## src/rtl/redmule_pkg.sv

```systemverilog
// Shared types and constants for the RedMulE TCDM synchroniser slice.
package redmule_pkg;

    localparam int unsigned TCDM_WORD_W = 32;
    localparam int unsigned DATA_W      = 128;

    typedef logic [TCDM_WORD_W-1:0] tcdm_word_t;
    typedef logic [3:0]             tcdm_be_t;

endpackage

```

## src/rtl/redmule_tcdm_rsp_collect.sv

```systemverilog
// Per-port response collector: tracks outstanding words, buffers early
// responses and signals when a complete wide response can be returned.
module redmule_tcdm_rsp_collect
    import redmule_pkg::*;
#(
    parameter int unsigned MP = 4
) (
    input  logic                clk,
    input  logic                rst_n,
    input  logic [MP-1:0]       new_gnt,
    input  logic [MP-1:0]       r_valid,
    input  tcdm_word_t [MP-1:0] r_data,
    output logic [MP-1:0]       busy,
    output logic                done,
    output tcdm_word_t [MP-1:0] rsp_data
);

    logic [MP-1:0]       pend_q;
    logic [MP-1:0]       rsp_q;
    logic [MP-1:0]       rsp_here;
    tcdm_word_t [MP-1:0] rdat_q;

    // A response only counts for a port that is actually waiting for one.
    assign rsp_here = rsp_q | (pend_q & r_valid);
    assign busy     = pend_q | rsp_q;
    assign done     = (|busy) & (&rsp_here);

    // Merge buffered words with words arriving this cycle; zero when idle.
    always_comb begin
        rsp_data = '0;
        for (int i = 0; i < MP; i++) begin
            if (done) begin
                rsp_data[i] = rsp_q[i] ? rdat_q[i] : r_data[i];
            end
        end
    end

    // Track outstanding words and capture responses that arrive early.
    always_ff @(posedge clk or negedge rst_n) begin
        if (!rst_n) begin
            pend_q <= '0;
            rsp_q  <= '0;
            rdat_q <= '0;
        end else if (done) begin
            pend_q <= new_gnt;
            rsp_q  <= '0;
        end else begin
            pend_q <= (pend_q & ~r_valid) | new_gnt;
            rsp_q  <= rsp_q | (pend_q & r_valid);
            for (int i = 0; i < MP; i++) begin
                if (pend_q[i] && r_valid[i]) begin
                    rdat_q[i] <= r_data[i];
                end
            end
        end
    end

    stray_rsp_check : assert property (
        @(posedge clk) disable iff (!rst_n) ((r_valid & ~pend_q) == '0)
    );

endmodule

```

## src/rtl/redmule_tcdm_sync.sv

```systemverilog
// Splits a wide HCI request into MP word requests with per-port grant
// tracking and reassembles one aligned wide response.
// Optional stall counter enabled by defining REDMULE_TCDM_SYNC_PERF_EN.
module redmule_tcdm_sync
    import redmule_pkg::*;
#(
    parameter int unsigned DW = DATA_W,
    parameter int unsigned MP = DW / 32
) (
    input  logic                clk_i,
    input  logic                rst_ni,
    input  logic                wide_req_i,
    output logic                wide_gnt_o,
    input  logic [31:0]         wide_add_i,
    input  logic                wide_wen_i,
    input  logic [DW/8-1:0]     wide_be_i,
    input  logic [DW-1:0]       wide_data_i,
    output logic [DW-1:0]       wide_r_data_o,
    output logic                wide_r_valid_o,
    output logic [MP-1:0]       tcdm_req_o,
    input  logic [MP-1:0]       tcdm_gnt_i,
    output tcdm_word_t [MP-1:0] tcdm_add_o,
    output logic [MP-1:0]       tcdm_wen_o,
    output tcdm_be_t [MP-1:0]   tcdm_be_o,
    output tcdm_word_t [MP-1:0] tcdm_data_o,
    input  tcdm_word_t [MP-1:0] tcdm_r_data_i,
    input  logic [MP-1:0]       tcdm_r_valid_i
`ifdef REDMULE_TCDM_SYNC_PERF_EN
    ,
    input  logic                perf_clr_i,
    output logic [31:0]         perf_stall_o
`endif
);

    logic                req_live;
    logic [MP-1:0]       gnt_q;
    logic [MP-1:0]       busy;
    logic [MP-1:0]       free;
    logic [MP-1:0]       new_gnt;
    logic                done;
    tcdm_word_t [MP-1:0] rsp_data;

    // Outputs must read zero while reset is held, even with a request pending.
    assign req_live   = wide_req_i & rst_ni;
    assign free       = ~busy | {MP{done}};
    assign tcdm_req_o = {MP{req_live}} & ~gnt_q & free;
    assign new_gnt    = tcdm_req_o & tcdm_gnt_i;
    assign wide_gnt_o = req_live & (&(gnt_q | new_gnt));

    // Slice the wide request into per-port words; payload is zero when a port is not requesting.
    always_comb begin
        tcdm_add_o  = '0;
        tcdm_wen_o  = '0;
        tcdm_be_o   = '0;
        tcdm_data_o = '0;
        for (int i = 0; i < MP; i++) begin
            if (tcdm_req_o[i]) begin
                tcdm_add_o[i]  = wide_add_i + 32'(4 * i);
                tcdm_wen_o[i]  = wide_wen_i;
                tcdm_be_o[i]   = wide_be_i[4*i +: 4];
                tcdm_data_o[i] = wide_data_i[32*i +: 32];
            end
        end
    end

    // Remember which ports already accepted the current wide request.
    always_ff @(posedge clk_i or negedge rst_ni) begin
        if (!rst_ni) begin
            gnt_q <= '0;
        end else if (wide_gnt_o) begin
            gnt_q <= '0;
        end else begin
            gnt_q <= gnt_q | new_gnt;
        end
    end

    redmule_tcdm_rsp_collect #(
        .MP (MP)
    ) i_rsp_collect (
        .clk      (clk_i),
        .rst_n    (rst_ni),
        .new_gnt  (new_gnt),
        .r_valid  (tcdm_r_valid_i),
        .r_data   (tcdm_r_data_i),
        .busy     (busy),
        .done     (done),
        .rsp_data (rsp_data)
    );

    assign wide_r_valid_o = done;
    assign wide_r_data_o  = rsp_data;

`ifdef REDMULE_TCDM_SYNC_PERF_EN
    logic [31:0] stall_q;

    // Saturating count of cycles a wide request waits for its grant; clear has priority.
    always_ff @(posedge clk_i or negedge rst_ni) begin
        if (!rst_ni) begin
            stall_q <= '0;
        end else if (perf_clr_i) begin
            stall_q <= '0;
        end else if (wide_req_i && !wide_gnt_o && (stall_q != '1)) begin
            stall_q <= stall_q + 32'd1;
        end
    end

    assign perf_stall_o = stall_q;
`endif

endmodule
```

## config.mk

```make
export PLATFORM = sky130hd
export DESIGN_NAME = redmule_tcdm_sync
export DESIGN_NICKNAME = d
export VERILOG_FILES = /design/src/rtl/redmule_pkg.sv /design/src/rtl/redmule_tcdm_rsp_collect.sv /design/src/rtl/redmule_tcdm_sync.sv
export SDC_FILE = /design/constraint.sdc
export NUM_CORES = 1
export LEC_CHECK = 0
export CAP_MARGIN = 20
export CELL_PAD_IN_SITES_DETAIL_PLACEMENT = 0
export CELL_PAD_IN_SITES_GLOBAL_PLACEMENT = 1
export CORE_AREA = 2 2 286 288
export CTS_CLUSTER_SIZE = 24
export DETAILED_ROUTE_END_ITERATION = 8
export DIE_AREA = 0 0 288 290
export HOLD_SLACK_MARGIN = 0.02
export PLACE_DENSITY_LB_ADDON = 0.1
export SLEW_MARGIN = 5
export SYNTH_ARGS = -nofsm -noshare
export SYNTH_HDL_FRONTEND = slang
export SYNTH_HIERARCHICAL = 1
export SYNTH_SLANG_ARGS = --single-unit
```

## constraint.sdc

```tcl
create_clock -name clk_i -period 5.3 [get_ports clk_i]
set_clock_uncertainty 0.15 [all_clocks]
set_input_delay 0.795 -clock clk_i [delete_from_list [all_inputs] [get_ports clk_i]]
set_output_delay 0.795 -clock clk_i [all_outputs]
set_load 0.1 [all_outputs]
```

# --- Word level (Yosys, flattened, before mapping) ---
# Index checks and enable logic that the tools add are counted.
totals:
  mem_bits_rw: 0
  memories: 0
  latchBits: 0
  in_bits: 316
  wordCells: 65
  reg_bits: 140
  rom_bits: 0
classes:
  n_mul: 0
  muxes: 27
  div: 0
  bitwise_logic: 17
  order_cmp: 0
  n_shift: 0
  n_addsub: 3
  reduce_logical: 11
  n_eq_ne: 0
ops:
  columns: ["operator", "n"]
  rows:
  - ["32-bit 2-to-1 mux", 16]
  - ["32-bit by 4-bit adder with 32-bit output (second input constant)", 2]
  - ["32-bit by 3-bit adder with 32-bit output (second input constant)", 1]
  - ["4-bit 2-to-1 mux", 7]
  - ["4-bit bitwise AND", 5]
  - ["4-bit OR", 5]
  - ["4-bit NOT", 3]
  - ["2-bit AND reduction", 4]
  - ["4-bit AND reduction", 2]
  - ["1-bit logical AND", 4]
  - ["1-bit 2-to-1 mux", 4]
  - ["4-bit OR reduction", 1]
  - ["1-bit bitwise AND", 3]
  - ["1-bit NOT", 1]

# --- Logic depth before layout (Yosys ltp) ---
# Gate-level depths: netlist of the first run.
logic_depth:
  word_depth: 11
  mapped_depth: 13
  ltp_nobuf: 8

# --- Modules after synthesis ---
# The synthesis of the first run kept the hierarchy.
modules_own_cells:
  columns: ["mod", "area_per_inst_um2", "n_inst", "cells_per_inst"]
  rows:
  - ["redmule_tcdm_rsp_collect", 7054.3, 1, 593]
  - ["redmule_tcdm_sync", 3567.2, 1, 595]

# --- Worst setup path after synthesis of the first run ---
# No wires, ideal clock.
synth_timing:
  kind: "in2out"
  startpoint: "in tcdm_r_valid_i[3]"
  endpoint: "out tcdm_add_o[27] in the netlist's numbering"
  t_required_ps: 4355
  arrival_time_ps: 5508
  path_stages: 7
  path_slack_ps: -1153
  cell_sequence: "a21oi_1 -> or4_1 -> buf_2 -> buf_2 -> inv_1 -> nor2b_1 -> nor4_1"
synth_lines:
  columns: ["element", "line", "text"]
  rows:
  - ["start, declared", "redmule_tcdm_sync.sv:27", "input logic [MP-1:0] tcdm_r_valid_i"]
  - ["end, declared", "redmule_tcdm_sync.sv:22", "output tcdm_word_t [MP-1:0] tcdm_add_o,"]

# --- Final worst setup path of the first run ---
layout_timing:
  startpoint: "in tcdm_r_valid_i[1]"
  endpoint: "out tcdm_wen_o[1]"
layout_between:
  elab_chain_cells: 7
layout_lines:
  columns: ["element", "line", "text"]
  rows:
  - ["4-bit bitwise AND", "redmule_tcdm_rsp_collect.sv:24", "assign rsp_here = rsp_q | (pend_q & r_valid);"]
  - ["4-bit OR", "redmule_tcdm_rsp_collect.sv:24", null]
  - ["4-bit AND reduction", "redmule_tcdm_rsp_collect.sv:26", "assign done = (|busy) & (&rsp_here);"]
  - ["1-bit bitwise AND", "redmule_tcdm_rsp_collect.sv:26", null]
  - ["4-bit OR", "redmule_tcdm_sync.sv:45", "assign free = ~busy | {MP{done}};"]
  - ["4-bit bitwise AND", "redmule_tcdm_sync.sv:46", "assign tcdm_req_o = {MP{req_live}} & ~gnt_q & free;"]
  - ["1-bit 2-to-1 mux", "redmule_tcdm_sync.sv:57", "if (tcdm_req_o[i]) begin"]
  - ["end, declared", "redmule_tcdm_sync.sv:23", "output logic [MP-1:0] tcdm_wen_o,"]
# No other way between the ends.

==> run metrics, run 1 <==
total number of H-tree levels=4; Clock transition at path regs=0.07 ns; routed via count=around 11000; type of the worst setup path=in2out; worst supply voltage drop on vdd=205 uV; Std-Cell Core Area=0.0802 mm2; share of flip-flops with an asynchronous set or reset=1.00; post-synthesis sequential area ratio=0.330; Overflow after GRT=0; Worst Path Required=4.36 ns; Reg2Reg Setup Slack=2.48 ns; post-cts hold buffer count=0; number of antenna violations at the first check in global routing=17; Post-CTS Resized=0; footprint of the flip-flops and latches=between 0.003 and 0.004 mm2; sum of negative setup slack=0 ns; placed cell areas=0.0220 mm2; count of unresolved DRC violations after routing=0; Rows=104; post-route cell area=0.0226 mm2; final-report setup violation count=0; crit path max fanout=42; unrepaired setup endpoints after global routing=false; combined global-route utilization of all metal layers=0.153; # Post-CTS Setup Buffers=0; via count of the first global-routing pass=11600; top cell type by total area after synthesis=sky130_fd_sc_hd__dfrtp_1; final clock period utilization by the worst path=0.872; synthesized instance count=about 1200; number of slew-limit violations in the final report=0; highest-delay cell along the critical path=sky130_fd_sc_hd__or4_4; iteration-0 DRC count of the detailed router=between 400 and 500; power per cell area=around 370 mW/mm2; area share of the leading cell type in the synthesized netlist=0.330; syn avg cell area=~8.9 um2; number of filler cells placed in the layout=8518; global-route wire length before repair=91.9 mm; category of the worst setup path launch point=input pin; CTS tree=yes; final wirelength=around 66 mm; initial core utilization=0.133; launch point of the worst reg-to-reg path=i_rsp_collect/pend_q[1]; pin slew with the least headroom to its limit=1.06 ns; delay of the slowest critical-path stage=0.59 ns; number of max-cap violations=0; insertion delay to the later sink of the worst-skew pair=0.43 ns; ratio of cells with drive above 1 in the final layout=0.402; count of antenna-violating nets left after detailed routing=0; final estimated routing congestion in global placement=roughly 0.83; number of placed I/O pins=726; number of flops mapped to enable cells by yosys=0; largest cells by area after synthesis=sky130_fd_sc_hd__dfrtp_1, sky130_fd_sc_hd__mux2_2, sky130_fd_sc_hd__mux2i_1; Sink Count=140; clock root buffer master=sky130_fd_sc_hd__clkbuf_16; clock buffers created by TritonCTS=17; net count after synthesis=1508; combined area of the multi-input logic cells=0.00696 mm2; area added between synthesis and finish=113%; most instantiated flip-flop cell in the synthesis netlist=sky130_fd_sc_hd__dfrtp_1; Worst R2R Path Depth=9; arrival time reported for the critical path endpoint=3.68 ns; reg2reg end=i_rsp_collect/pend_q[1]; Die Ht=290 um; post-detailed-route wirelength per cell=22.3 um; post-synthesis instance area=0.0106 mm2; Die Area=0.0835 mm2; nature of the critical path endpoint=primary output; First-pass DRT Iterations=4; final layout net count=2188; relative slew slack=0.285; Buffers on Ports=725; power after layout=0.00844 W; result of the run=finished clean; maximum root-to-sink buffer count=2; cells along the critical path=clkdlybuf4s50_1 > a21oi_2 > or4_4 > inv_1 > nor2b_1 > or3_2 > inv_2 > buf_4 > and2_1 > buf_12; x dimension of the die=288 um; post-synthesis register bit count=140; via-per-instance ratio=3.88; Leakage=9.14 nW; largest net degree at the start of global routing=133; placed wire-length estimate after detailed placement=around 53 mm; type of the most critical hold path=in2async; post-layout min period=between 4 and 5 ns; Synthesis Warnings=6; final hold violation count=0; count of distinct cell types in the synthesized netlist=45; highest achievable clock rate=~220 MHz
[cells in the mapped netlist, types with 16 or more instances]
master and n:
sky130_fd_sc_hd__mux2_2 118, sky130_fd_sc_hd__or4_1 16, sky130_fd_sc_hd__dfrtp_1 140, sky130_fd_sc_hd__and2_1 196, sky130_fd_sc_hd__o21ai_0 37, sky130_fd_sc_hd__clkbuf_1 59, sky130_fd_sc_hd__nor2_1 174, sky130_fd_sc_hd__xor2_1 18
sky130_fd_sc_hd__mux2i_1 128, sky130_fd_sc_hd__a21oi_1 57, sky130_fd_sc_hd__buf_2 31, sky130_fd_sc_hd__or3_1 42
[where the power goes]
group,internal (W),total [W],switching [W]
Sequential,0.00158,0.00183,0.000252
Clock,0.000760,0.00133,0.000565
Combinational,0.00195,0.00528,0.00333
Total,0.00430,0.00844,0.00415
[placed cells by master, fill, tap and decap left out, drive strengths merged, types with 2 or more instances in the layout]
cell type and n:
mux2i 128, nand4b 4, o41ai 3, clkbuf 17, and2 196, nor2 174
o31ai 12, and3 9, or3 42, nand2b 3, nand2 14, nor3 11
a21oi 59, clkdlybuf4s50 314, clkinvlp 3, diode 6, o21ai 37, a31o 4
nand4 12, buf 455, mux2 128, xnor2 14, and4 3, dfrtp 140
nor2b 4, xor2 18, nand3 13, a311oi 2, ha 4, a31oi 2
bufinv 3, or2 5, or4 17, nor4 7, inv 20
[per-layer routing]
metal,track usage,up-vias,part of all wire
met5,0,-,0.0019
met4,0.0399,18,0.016
met3,0.0590,51,0.10
met2,0.272,421,0.51
met1,0.167,5493,0.37
li1,-,5456,-
[cell type report]
type                            count  area share
Clock inverter                     15     0.00880
Antenna cell                        6    0.000664
Timing Repair Buffer              769       0.448
Tap cell                         1060      0.0587
Inverter                           11     0.00183
Multi-Input combinational cell    929       0.308
Clock buffer                       17      0.0188
Sequential cell                   140       0.155
[worst max path at each step]
stage	end	start
2_1_floorplan	tcdm_add_o[27]	tcdm_r_valid_i[3]
3_3_place_gp	wide_gnt_o	tcdm_r_valid_i[1]
3_5_place_dp	tcdm_data_o[55]	tcdm_r_valid_i[1]
4_1_cts	tcdm_data_o[55]	tcdm_r_valid_i[1]
5_1_grt	tcdm_data_o[55]	tcdm_r_valid_i[1]
6_report	tcdm_wen_o[1]	tcdm_r_valid_i[1]
[worst max-delay path: cells and delay by family]
kind	cells	cell delay (ns)
and+or+nand+nor	4	1.36
AOI/OAI and AO/OA	1	0.15
buffers and inverters	5	1.34
[logic make-up (layout without fill, tap and decap cells)]
logic type	Yosys count	after routing	synth area share
AOI/OAI and AO/OA	122	122	0.0673
xor gates and xnor gates	32	32	0.0264
adders and majority gates	4	4	0.00471
buffers and inverters	119	812	0.0535
DFF	140	140	0.330
muxes	256	256	0.256
other	0	6	0
and+or+nand+nor	515	515	0.262
[registers in the layout (all words and copies together) (netlist names)]
name / cells
i_rsp_collect/rsp_q: 4
i_rsp_collect/rdat_q: 128
i_rsp_collect/pend_q: 4
gnt_q: 4
[stage by stage]
stage          setup slack (ns)  utilization  std cells  hold slack (ns)
6_report                  0.676        0.282       2947           0.0942
5_1_grt                   0.505        0.282       2945           0.0886
3_5_place_dp              0.620        0.274       2909            0.331
4_1_cts                   0.619        0.282       2941           0.0805
2_1_floorplan             -1.15            -       1188            0.314
3_3_place_gp              0.663        0.274       2909            0.323
Power figures use the tool's default switching activity.
==> run 2, diff against run 1 <==
--- a/config.mk
+++ b/config.mk
@@ -8,14 +8,13 @@
 export CAP_MARGIN = 20
 export CELL_PAD_IN_SITES_DETAIL_PLACEMENT = 0
 export CELL_PAD_IN_SITES_GLOBAL_PLACEMENT = 1
-export CORE_AREA = 2 2 286 288
+export CORE_AREA = 2 2 281 283
 export CTS_CLUSTER_SIZE = 24
 export DETAILED_ROUTE_END_ITERATION = 8
-export DIE_AREA = 0 0 288 290
+export DIE_AREA = 0 0 283 285
 export HOLD_SLACK_MARGIN = 0.02
 export PLACE_DENSITY_LB_ADDON = 0.1
 export SLEW_MARGIN = 5
 export SYNTH_ARGS = -nofsm -noshare
 export SYNTH_HDL_FRONTEND = slang
-export SYNTH_HIERARCHICAL = 1
 export SYNTH_SLANG_ARGS = --single-unit
==> run metrics, run 2 <==
placed wire-length estimate after detailed placement=between 40 and 50 mm; Gate power share=0.624; post-synthesis instance area=about 0.011 mm2; combined global-route utilization of all metal layers=0.148; Overflow after GRT=0; cell family contributing the most delay on the critical path=buffers and inverters; iteration-0 DRC count of the detailed router=360; highest achievable clock rate=219 MHz; Die Ht=285 um; worst supply voltage drop on vdd=184 uV; Clock transition at path regs=0.06 ns; number of flops mapped to enable cells by yosys=0; maximum root-to-sink buffer count=2; number of filler cells placed in the layout=approximately 8000; delay of the slowest critical-path stage=0.57 ns; cells along the critical path=clkdlybuf4s50_1 > a21oi_1 > or4_4 > inv_2 > o21ai_1 > or2_1 > inv_2 > and2_1 > buf_12; type of the worst setup path=in2out; number of placed I/O pins=726; total number of H-tree levels=4; share of flip-flops with an asynchronous set or reset=1.00; most frequent cells in the layout=sky130_fd_sc_hd__clkdlybuf4s50_1, sky130_fd_sc_hd__buf_12, sky130_fd_sc_hd__nor2_1; post-synthesis sequential area ratio=0.324; initial core utilization=0.139; number of antenna violations at the first check in global routing=13; area share of the leading cell type in the synthesized netlist=0.324; largest cells by area after synthesis=sky130_fd_sc_hd__dfrtp_1, sky130_fd_sc_hd__mux2_4, sky130_fd_sc_hd__mux2i_1; internal power summed over all cells=about 0.0045 W; most instantiated library cell after synthesis=sky130_fd_sc_hd__nor2_1; Buffers & Inverters on Critical Path=4; final wirelength=between 60 and 70 mm; top cell type by total area after synthesis=sky130_fd_sc_hd__dfrtp_1; largest net degree at the start of global routing=roughly 140; final estimated routing congestion in global placement=0.840; CTS tree=yes; post-synthesis register bit count=140; Post-CTS Resized=0; final-report setup violation count=0; count of unresolved DRC violations after routing=0; footprint of the flip-flops and latches=0.00351 mm2; area added between synthesis and finish=107%; result of the run=finished clean; global-route wire length before repair=87.7 mm; via-per-instance ratio=between 3 and 4; syn avg cell area=9.16 um2; combined area of the multi-input logic cells=0.00680 mm2; First-pass DRT Iterations=4; most common library cell in the layout ignoring fill and taps=sky130_fd_sc_hd__clkdlybuf4s50_1; top cell types by occurrence after synthesis=sky130_fd_sc_hd__nor2_1, sky130_fd_sc_hd__and2_1, sky130_fd_sc_hd__dfrtp_1, sky130_fd_sc_hd__mux2i_1, sky130_fd_sc_hd__mux2_4; number of flip-flops in the largest register=128; worst hold slack across all endpoints=about 0.34 ns; count of distinct cell types in the synthesized netlist=just over 40; insertion delay to the later sink of the worst-skew pair=approximately 0.43 ns; relative slew slack=0.374; ratio of cells with drive above 1 in the final layout=0.336; final clock period utilization by the worst path=0.860; total net switching power=0.00409 W; Die Area=0.0807 mm2; post-layout min period=4.56 ns; Switching Fraction=0.477; pin slew with the least headroom to its limit=0.935 ns; most instantiated flip-flop cell in the synthesis netlist=sky130_fd_sc_hd__dfrtp_1; post-layout util=0.288; post-detailed-route wirelength per cell=21.0 um; clock root buffer master=sky130_fd_sc_hd__clkbuf_16; register bank with the most flops=i_rsp_collect.rdat_q; power per cell area=382 mW/mm2; x dimension of the die=about 280 um; via count of the first global-routing pass=11400; count of antenna-violating nets left after detailed routing=0; final layout net count=2184; Top cell by count, worst path=sky130_fd_sc_hd__inv_2; final hold violation count=0; net count after synthesis=1501; Synthesis Warnings=0; crit path max fanout=41; share of power burned in registers=0.218; highest-delay cell along the critical path=sky130_fd_sc_hd__or4_4; Buffers on Ports=725; type of the most critical hold path=reg2reg; Rows=103; nature of the critical path endpoint=primary output; unrepaired setup endpoints after global routing=false; Sink Count=140; clock buffers created by TritonCTS=17; part of the total power dissipated in the clock network=0.158; Std-Cell Core Area=0.0780 mm2; arrival time reported for the critical path endpoint=3.61 ns; power after layout=0.00857 W; routed via count=11000; # Post-CTS Setup Buffers=0; synthesized instance count=1181; post-cts hold buffer count=0; sum of negative setup slack=0 ns; number of slew-limit violations in the final report=0; category of the worst setup path launch point=input pin; number of max-cap violations=0; Leakage=9.26 nW; Worst Path Required=roughly 4.4 ns
==> run 2: cell types whose count changed after synthesis, sizes merged, moves of 21 or more <==
cell / before / now
or3: 42 / 5
xnor2: 14 / 39
xor2: 18 / 39
nor2: 174 / 242
a21oi: 59 / 10
o21ai: 37 / 11
==> run 2: cell families after synthesis <==
kind of cell             count (synthesis)  share of synthesized area
AND/OR/NAND/NOR                        558                      0.257
multiplexers                           256                      0.283
flip-flops                             140                      0.324
adder cells (fa/ha/maj)                  4                    0.00463
XOR/XNOR                                78                     0.0632
AO/OA/AOI/OAI                           31                     0.0171
buffers and inverters                  114                     0.0509
==> run 2: worst paths after layout <==
| check | end | cells past startpoint | startpoint | slack [ns] |
|---|---|---|---|---|
| worst max-delay path | tcdm_data_o[112] | 9 | tcdm_r_valid_i[1] | 0.74 |
| worst min-delay path | i_rsp_collect.rdat_q[72] | 1 | i_rsp_collect.rdat_q[72] | 0.34 |
| worst max register to register | i_rsp_collect.rdat_q[106] | 6 | i_rsp_collect.pend_q[3] | 2.17 |
| worst min register to register | i_rsp_collect.rdat_q[72] | 1 | i_rsp_collect.rdat_q[72] | 0.34 |
| max in group asynchronous | i_rsp_collect.rsp_q[3] | 3 | rst_ni | 3.27 |
| min in group asynchronous | i_rsp_collect.rdat_q[0] | 2 | rst_ni | 0.38 |
==> run 2: worst reg2reg max path: cells and delay by family (launching register included) <==
kind                   cells  cell delay (ns)
buffers and inverters      2             0.92
muxes                      1             0.34
AOI/OAI and AO/OA          1             0.24
DFF                        1             0.43
and+or+nand+nor            2             0.95
==> run 2: layout make-up <==
cell class	instances	share of cell area
multi-input combinational	927	0.303
timing repair buffer	769	0.451
clock inverter	14	0.00915
tap	1050	0.0586
clock buffer	17	0.0190
sequential	140	0.156
inverter	9	0.00151
antenna	7	0.000781
==> run 2: power by group through the flow <==
stage / clock network [W] / registers [W] / logic [W]
2_1_floorplan: 0 / 0.00179 / 0.00379
3_3_place_gp: 0 / 0.00186 / 0.00542
3_5_place_dp: 0 / 0.00187 / 0.00543
4_1_cts: 0.00141 / 0.00187 / 0.00544
5_1_grt: 0.00145 / 0.00194 / 0.00561
6_report: 0.00135 / 0.00187 / 0.00535
==> run 2: metrics by stage <==
step | cell area [um2] | cells | worst slack [ns]
floorplan | 10800 | 1181 | 0.120
global placement | 21800 | 2895 | 0.645
detailed placement | 21800 | 2895 | 0.668
CTS | 22400 | 2926 | 0.657
global route | 22400 | 2928 | 0.489
finish | 22400 | 2933 | 0.743
==> run 2: layer usage <==
layer	GRT usage	up-vias	wire length (um)
li1	-	5297	-
met1	0.162	5284	23300
met2	0.273	389	32400
met3	0.0514	44	4860
met4	0.0303	16	855
met5	0	-	107
==> RTL edit: new RTL, flow settings as in run 1 <==
`DATA_W`: 128 -> 64.
--- a/src/rtl/redmule_pkg.sv
+++ b/src/rtl/redmule_pkg.sv
@@ -2,7 +2,7 @@
 package redmule_pkg;
 
     localparam int unsigned TCDM_WORD_W = 32;
-    localparam int unsigned DATA_W      = 128;
+    localparam int unsigned DATA_W      = 64;
 
     typedef logic [TCDM_WORD_W-1:0] tcdm_word_t;
     typedef logic [3:0]             tcdm_be_t;
Interface: changed (11 resized); port bits go from 726 to 382. No check against the original RTL was run, so the function may have changed too.
==> RTL edit against run 1 <==
- area after synthesis is 48% lower
- total power is 42% lower
- global-route usage is 7.1 points lower
- clock power is 44% lower
- core utilization is 13 points lower
- highest routed layer unchanged
- register-to-register slack better by 0.18 ns
- setup slack better by 0.43 ns
- cell area is 47% lower
- routed wire length is 47% lower
- sequential cell count is 70 lower
==> RTL edit: results (changes against run 1) <==
[synth]
synth_nets = 741  ; -51%
netlist_top_cells_count = and2_1 (110), nor2_1 (80), dfrtp_1 (70), mux2i_1 (64), mux2_4 (60)
netlist_top_cells_area = dfrtp_1 (31%), mux2_4 (16%), and2_1 (12%)

[critical_path]
worstPathMaxFanout = 13  ; -69%
ff2ff_setup_slack_ns = 2.66  ; +0.18 ns
cp.arrival_ns = 3.25  ; -0.43 ns

[timing]
holdWs_ns = 0.104  ; +0.0101 ns
finalCritPeriodShare_pct = 79.2  ; -8.0 points

[global_routing]
grt_pass1_vias = 5677  ; -51%
grt_pass1_wl_mm = 47.4  ; -48%
antenna_found_initial = 5  ; -12
globalRoute.totalOverflow = 0  ; unchanged
grtUsageTotal_pct = 8.15  ; -7.1 points
grt_max_degree = 70  ; -47%

[cts]
clkLatencyLatePin_ns = 0.37  ; -0.06 ns
cts_buffers = 9  ; -8
ctsHtreeMaxLevel = 3  ; -1

[place]
io_buffers = 381  ; -47%
dp_slack_ns = 1.03  ; +0.413 ns
placed_area_mm2 = 0.0117  ; -47%
place_hpwl_mm = 27.2  ; -49%
place_congestion = 0.713  ; -14%

[cells_and_area]
fin_nets = 1097  ; -50%
drive_gt1_share_pct = 34.4  ; -5.8 points
filler_cell_count = 9064  ; +6.4%

[pwr]
power_leakage_nw = 4.63  ; -49%
max-vdd-ir-drop_mv = 0.134  ; -35%

[run_status]
status = finished clean

[detailed_routing]
viasPerCell = 2.77  ; -29%
drt_iter0_markers = 162  ; -60%

RTL edit: cell count changes after synthesis, moves of 38 or more:
cell / change
mux2i_1: -64
a21oi_1: -38
mux2_4: +60
nor2_1: -94
clkbuf_1: -45
dfrtp_1: -70
and2_1: -86
mux2_2: -114
RTL edit: logic make-up (layout without fill, tap and decap cells):
kind of cell             after synthesis  in the layout  synth area share [%]
AO/OA/AOI/OAI                         41             41                  4.61
XOR/XNOR                              11             11                  1.73
adder cells (fa/ha/maj)                1              1                 0.225
buffers and inverters                 53            414                  6.63
flip-flops                            70             70                  31.5
multiplexers                         128            128                  28.5
other                                  0              1                     0
AND/OR/NAND/NOR                      260            260                  26.8
RTL edit: layout make-up:
cell class	count	area, µm²	share of cell area, %
timing repair buffer	391	5130	42.7
clock inverter	7	105	0.874
clock buffer	9	225	1.87
inverter	7	26.3	0.218
antenna	1	2.50	0.0208
tap	1060	1330	11.0
multi-input combinational	441	3460	28.7
sequential	70	1750	14.6
RTL edit: layer usage:
layer	wire, µm	track usage, %	share of wire (%)
met1	14500	9.78	42
met5	47	0	0.14
met3	1950	2.22	5.6
met2	17600	14.2	51
met4	463	2.07	1.3
RTL edit: path summary, 6_finish.rpt:
check / from / endpoint / cells after the start
setup / recovery: wide_add_i[2] / tcdm_add_o[56] / 7
hold / removal: rst_ni / i_rsp_collect/rdat_q[57]$_DFFE_PN0P_ / 1
setup reg to reg: i_rsp_collect/rsp_q[0]$_DFF_PN0_ / i_rsp_collect/pend_q[0]$_DFF_PN0_ / 7
hold reg to reg: i_rsp_collect/rdat_q[8]$_DFFE_PN0P_ / i_rsp_collect/rdat_q[8]$_DFFE_PN0P_ / 1
max in group asynchronous: rst_ni / i_rsp_collect/rdat_q[26]$_DFFE_PN0P_ / 3
min in group clk_i: i_rsp_collect/rdat_q[8]$_DFFE_PN0P_ / i_rsp_collect/rdat_q[8]$_DFFE_PN0P_ / 1
RTL edit: worst max-delay path, stage by stage:
cell	delay, ns
clkdlybuf4s50_1	0.55
ha_1	0.27
nand4_2	0.25
nand4b_4	0.37
or4_1	0.52
a21oi_1	0.27
buf_12	0.21
RTL edit: report_power, final:
group | switching, W | total, W | internal (W)
combinational | 0.00200 | 0.00322 | 0.00122
sequential | 0.000162 | 0.000956 | 0.000794
clock | 0.000327 | 0.000749 | 0.000421
total | 0.00249 | 0.00493 | 0.00243
RTL edit: stage by stage:
| stage | setup TNS (ns) | std cells |
|---|---|---|
| 6_report | 0 | 1986 |
| 3_3_place_gp | 0 | 1968 |
| 5_1_grt | 0 | 1986 |
| 3_5_place_dp | 0 | 1968 |
| 4_1_cts | 0 | 1984 |
| 2_1_floorplan | -2.55 | 564 |
